## src/rtl/seq_controller.sv

```systemverilog
// Sequential VeriRisc controller: owns the 8-phase counter and decodes
// phase/opcode into datapath strobes, with halt/restart, memory wait-states and a sticky fault.
//
// state  | meaning
// RUN    | stepping through phases 0..7, strobes decoded from phase/opcode
// HALTED | HLT executed, phase parked at 0, waiting for go
// FAULT  | illegal opcode or memory timeout, left only through rst
module seq_controller #(
  parameter int OPC_W    = 3,
  parameter int WAIT_EN  = 1,
  parameter int MAX_WAIT = 15,
  parameter int WAIT_W   = 4
) (
  input  logic             clk,
  input  logic             rst,
  input  logic [OPC_W-1:0] opcode,
  input  logic             zero,
  input  logic             mem_rdy,
  input  logic             go,
  output logic             sel,
  output logic             rd,
  output logic             ld_ir,
  output logic             inc_pc,
  output logic             halt,
  output logic             ld_pc,
  output logic             data_e,
  output logic             ld_ac,
  output logic             wr,
  output logic [2:0]       phase,
  output logic             busy,
  output logic             fault,
  output logic [1:0]       fault_code
);

  typedef enum logic [1:0] {RUN = 2'd0, HALTED = 2'd1, FAULT = 2'd2} state_t;

  state_t            state_q, state_d;
  logic [2:0]        phase_d;
  logic [WAIT_W-1:0] wait_q, wait_d;
  logic [1:0]        code_d;
  logic [2:0]        op;
  logic              illegal;
  logic              is_hlt, is_skz, is_mem, is_sto, is_jmp;
  logic              stall_ph, timed_out;

  assign op = opcode[2:0];

  // Codes above 7 only exist when the opcode field is wider than 3 bits.
  generate
    if (OPC_W > 3) begin : g_wide
      assign illegal = |opcode[OPC_W-1:3];
    end else begin : g_narrow
      assign illegal = 1'b0;
    end
  endgenerate

  assign is_hlt = !illegal && (op == 3'd0);
  assign is_skz = !illegal && (op == 3'd1);
  assign is_mem = !illegal && (op inside {3'd2, 3'd3, 3'd4, 3'd5});
  assign is_sto = !illegal && (op == 3'd6);
  assign is_jmp = !illegal && (op == 3'd7);

  assign stall_ph  = (WAIT_EN != 0) &&
                     ((phase == 3'd3) || ((phase == 3'd7) && (is_mem || is_sto)));
  assign timed_out = (MAX_WAIT != 0) && (wait_q == WAIT_W'(MAX_WAIT));

  always_comb begin
    sel    = 1'b0;
    rd     = 1'b0;
    ld_ir  = 1'b0;
    inc_pc = 1'b0;
    halt   = 1'b0;
    ld_pc  = 1'b0;
    data_e = 1'b0;
    ld_ac  = 1'b0;
    wr     = 1'b0;
    busy   = (state_q == RUN);
    fault  = (state_q == FAULT);
    case (state_q)
      RUN: begin
        case (phase)
          3'd0: sel = 1'b1;
          3'd1: begin
            sel = 1'b1;
            rd  = 1'b1;
          end
          3'd2, 3'd3: begin
            sel   = 1'b1;
            rd    = 1'b1;
            ld_ir = 1'b1;
          end
          3'd4: begin
            inc_pc = 1'b1;
            halt   = is_hlt;
          end
          3'd5: rd = is_mem;
          3'd6: begin
            rd     = is_mem;
            data_e = is_sto;
            ld_pc  = is_jmp;
            inc_pc = is_skz && zero;
          end
          default: begin
            rd     = is_mem;
            ld_ac  = is_mem;
            data_e = is_sto;
            wr     = is_sto;
            ld_pc  = is_jmp;
          end
        endcase
      end
      default: halt = 1'b1;
    endcase
  end

  always_comb begin
    state_d = state_q;
    phase_d = phase;
    wait_d  = wait_q;
    code_d  = fault_code;
    case (state_q)
      RUN: begin
        if ((phase == 3'd4) && is_hlt) begin
          state_d = HALTED;
          phase_d = 3'd0;
          wait_d  = '0;
        end else if ((phase == 3'd4) && illegal) begin
          state_d = FAULT;
          phase_d = 3'd0;
          wait_d  = '0;
          code_d  = 2'b01;
        end else if (stall_ph && !mem_rdy) begin
          if (timed_out) begin
            state_d = FAULT;
            phase_d = 3'd0;
            wait_d  = '0;
            code_d  = 2'b10;
          end else begin
            wait_d = wait_q + WAIT_W'(1);
          end
        end else begin
          phase_d = phase + 3'd1;
          wait_d  = '0;
        end
      end
      HALTED: begin
        if (go) begin
          state_d = RUN;
          phase_d = 3'd0;
        end
      end
      default: begin
        state_d = FAULT;
        phase_d = 3'd0;
      end
    endcase
  end

  always_ff @(posedge clk) begin
    if (rst) begin
      state_q    <= RUN;
      phase      <= 3'd0;
      wait_q     <= '0;
      fault_code <= 2'b00;
    end else begin
      state_q    <= state_d;
      phase      <= phase_d;
      wait_q     <= wait_d;
      fault_code <= code_d;
    end
  end

endmodule

```

## config.mk

```make
export PLATFORM = sky130hd
export DESIGN_NAME = seq_controller
export DESIGN_NICKNAME = d
export VERILOG_FILES = /design/src/rtl/seq_controller.sv
export SDC_FILE = /design/constraint.sdc
export NUM_CORES = 1
export LEC_CHECK = 0
export BUFFER_PORTS_ARGS = -buffer_cell sky130_fd_sc_hd__clkbuf_2
export CAP_MARGIN = 20
export CORE_AREA = 2 2 44 46
export DETAILED_ROUTE_END_ITERATION = 10
export DIE_AREA = 0 0 46 48
export GPL_ROUTABILITY_DRIVEN = 0
export GPL_TIMING_DRIVEN = 0
export PLACE_DENSITY = 0.71
export SYNTH_ARGS = -nofsm -noshare
export SYNTH_HDL_FRONTEND = slang
export SYNTH_SLANG_ARGS = --single-unit
```

## constraint.sdc

```tcl
create_clock -name clk -period 5.3 [get_ports clk]
set_clock_uncertainty 0.1 [all_clocks]
set_input_delay 1.06 -clock clk [delete_from_list [all_inputs] [get_ports clk]]
set_output_delay 1.06 -clock clk [all_outputs]
set_load 0.005 [all_outputs]
```

==> results.yml <==
outcome:
  outcome: "finished, final reports clean"
synthesis:
  syn_avg_cell_area_um2: 8.25
  async_flop_share: 0
  synth.largest_area_cell: "dfxtp_1"
  syn_nets: 109
  yosysWarnings: 0
  postSynthCellCount: 93
  yosys-top-cells-area: "dfxtp_1, ha_1, nor2_1, inv_1, nor3_1"
  yosys-top-cells-count: "nor2_1, dfxtp_1, inv_1"
  syn_area_um2: 767
  synth-seq-cells: 10
  synth_top_area_share: 0.261
  yosysUniqueCellTypes: 37
  yosysMostFrequentCell: "nor2_1"
  synth_top_flop_cell: "dfxtp_1"
  synth_edf_count: 0
  yosysSeqAreaShare: 0.261
detailed_routing:
  vias_per_cell: 5.33
  drt-initial-drc-count: 19
  via_count: 720
  finalWirelength_mm: 1.59
  drc: 0
  antenna_left: 0
  first_pass_iters: 4
  wl_per_cell_um: 11.8
critical_path:
  cp.arrival_ns: 1.86
  cpPeakStageDelay_ns: 0.25
  crit_path_max_fanout: 4
  crit_chain: "clkbuf_2, nor2_2, a41oi_1, nor3_1, clkbuf_2"
  crit_required_ns: 4.14
  crit_path_start_kind: "primary input"
  endpoint_kind: "output pin"
  worstSetupPathType: "in2out"
  cpMostUsedCell: "clkbuf_2"
  cp_slowest_cell: "nor2_2"
cells_and_area:
  postLayoutCoreUtil: 0.545
  antennaDiodeCount: 0
  drive_gt1_frac: 0.271
  final_nets: 136
  area_growth_pct: 20.1
  fin_area_um2: 921
  n_fill_cell: 164
global_route:
  overflow: 0
  grt_pass1_vias: 617
  antenna_found_initial: 0
  gr-usage-all-layers: 0.170
  grt_pass1_wl_mm: 2.62
  grt_max_degree: 11
sta:
  final_max_slew_viol_count: 0
  setup_viol: 0
  rsz0062_at_grt: "false"
  finalSetupTns_ns: 0
  post-route-min-period_ns: 3.02
  worst_slew_pin_slew_ns: 0.544
  min_period_over_period: 0.570
  slew_headroom: 0.637
  timing.final.ws_setup_ns: 2.28
  final_hold_viol_count: 0
  clock.fmax_ghz: 0.331
floorplan:
  fp.dieW_um: 46
  fp.dieH_um: 48
  start_util: 0.454
  placementRows: 15
  core_mm2: 0.00169
  dieArea_mm2: 0.00221
  top_level_ports: 24
clock_network:
  cts_setup_buffers: 0
  numCtsBuffers: 3
  clk_pin_slew_ns: 0.06
  htreeDepth: 1
  clock_latency_ns: 0.27
  hold_buffers: 0
  cts_tree: "yes"
  cts_buffer_depth: 2
  clock-sinks: 10
  cts_resized: 0
  root_buffer: "clkbuf_4"
place:
  port_buffers: 22
  hpwl_mm: 1.22
  pre_cts_ws_ns: 2.29
  dpl_cell_area_um2: 898
power:
  ir_drop_mv: 0.190
  leakagePower_nw: 0.417
  powerDensity_mw_per_mm2: 214
  finalPower_w: 0.000197
hold_path:
  min_path_type: "reg2reg"
job:
  maxCapViolations: 0
## power breakdown
group          leakage [nW]  total [W]  switching, W  internal (W)
registers            0.0812  0.0000843    0.00000580     0.0000785
clock network        0.0138  0.0000518     0.0000256     0.0000262
logic                 0.322  0.0000609     0.0000323     0.0000286
total                 0.417   0.000197     0.0000637      0.000133
## cells in the final DEF, fill, tap and decap left out, drive strengths merged, types with 2 or more instances in the layout
cell,count
ha,8
nor3,6
nand4b,3
inv,10
dfxtp,10
a21oi,3
nand2,4
nor2,13
clkbuf,26
and3,2
buf,2
nand3,4
a41oi,3
nor2b,2
a211oi,2
o22ai,2
## flip-flops by register name, summed over array words and instances, names as in the netlist
register and count:
fault_code 1, phase 3, state_q 2, wait_q 4
## worst max-delay path: cells and delay by family
family,cells,cell delay (ns)
and+or+nand+nor,2,0.40
buffers and inverters,2,0.26
AOI/OAI and AO/OA,1,0.15
## cells by family after synthesis
group                      after synthesis  synth area share
muxes                                    1            0.0131
DFF                                     10             0.261
adders and majority gates                8             0.131
other                                    1           0.00489
xor gates and xnor gates                 1            0.0114
AOI/OAI and AO/OA                       17             0.194
and+or+nand+nor                         42             0.294
buffers and inverters                   13            0.0914
## worst paths after layout
kind / startpoint / endpoint / slack [ns] / depth (start not counted)
worst max register to register: phase[0]$_SDFFE_PP0P_ / phase[1]$_SDFFE_PP0P_ / 3.08 / 6
worst min register to register: fault_code[1]$_SDFFE_PP0P_ / fault_code[1]$_SDFFE_PP0P_ / 0.35 / 2
worst min-delay path: fault_code[1]$_SDFFE_PP0P_ / fault_code[1]$_SDFFE_PP0P_ / 0.35 / 2
worst max-delay path: opcode[1] / inc_pc / 2.28 / 5
## layout make-up
cell class                 count  area [µm²]  share of cell area
buffer                         3        32.5              0.0353
clock buffer                   3        22.5              0.0245
inverter                      10        37.5              0.0408
multi-input combinational     70         497               0.539
sequential                    10         200               0.217
tap                           17        21.3              0.0231
timing repair buffer          22         110               0.120
## stage by stage
step	std cells	hold WS, ns
2_1_floorplan	93	0.339
3_3_place_gp	132	0.331
3_5_place_dp	132	0.348
4_1_cts	135	0.359
5_1_grt	135	0.385
6_report	135	0.352
## layer usage
| layer | global-route usage | vias up | wire, µm |
|---|---|---|---|
| li1 | - | 381 | - |
| met1 | 0.198 | 313 | 776 |
| met2 | 0.286 | 21 | 695 |
| met3 | 0.0226 | 5 | 68 |
| met4 | 0.120 | 0 | 52 |
| met5 | 0 | - | 0 |
Power figures use the tool's default switching activity.
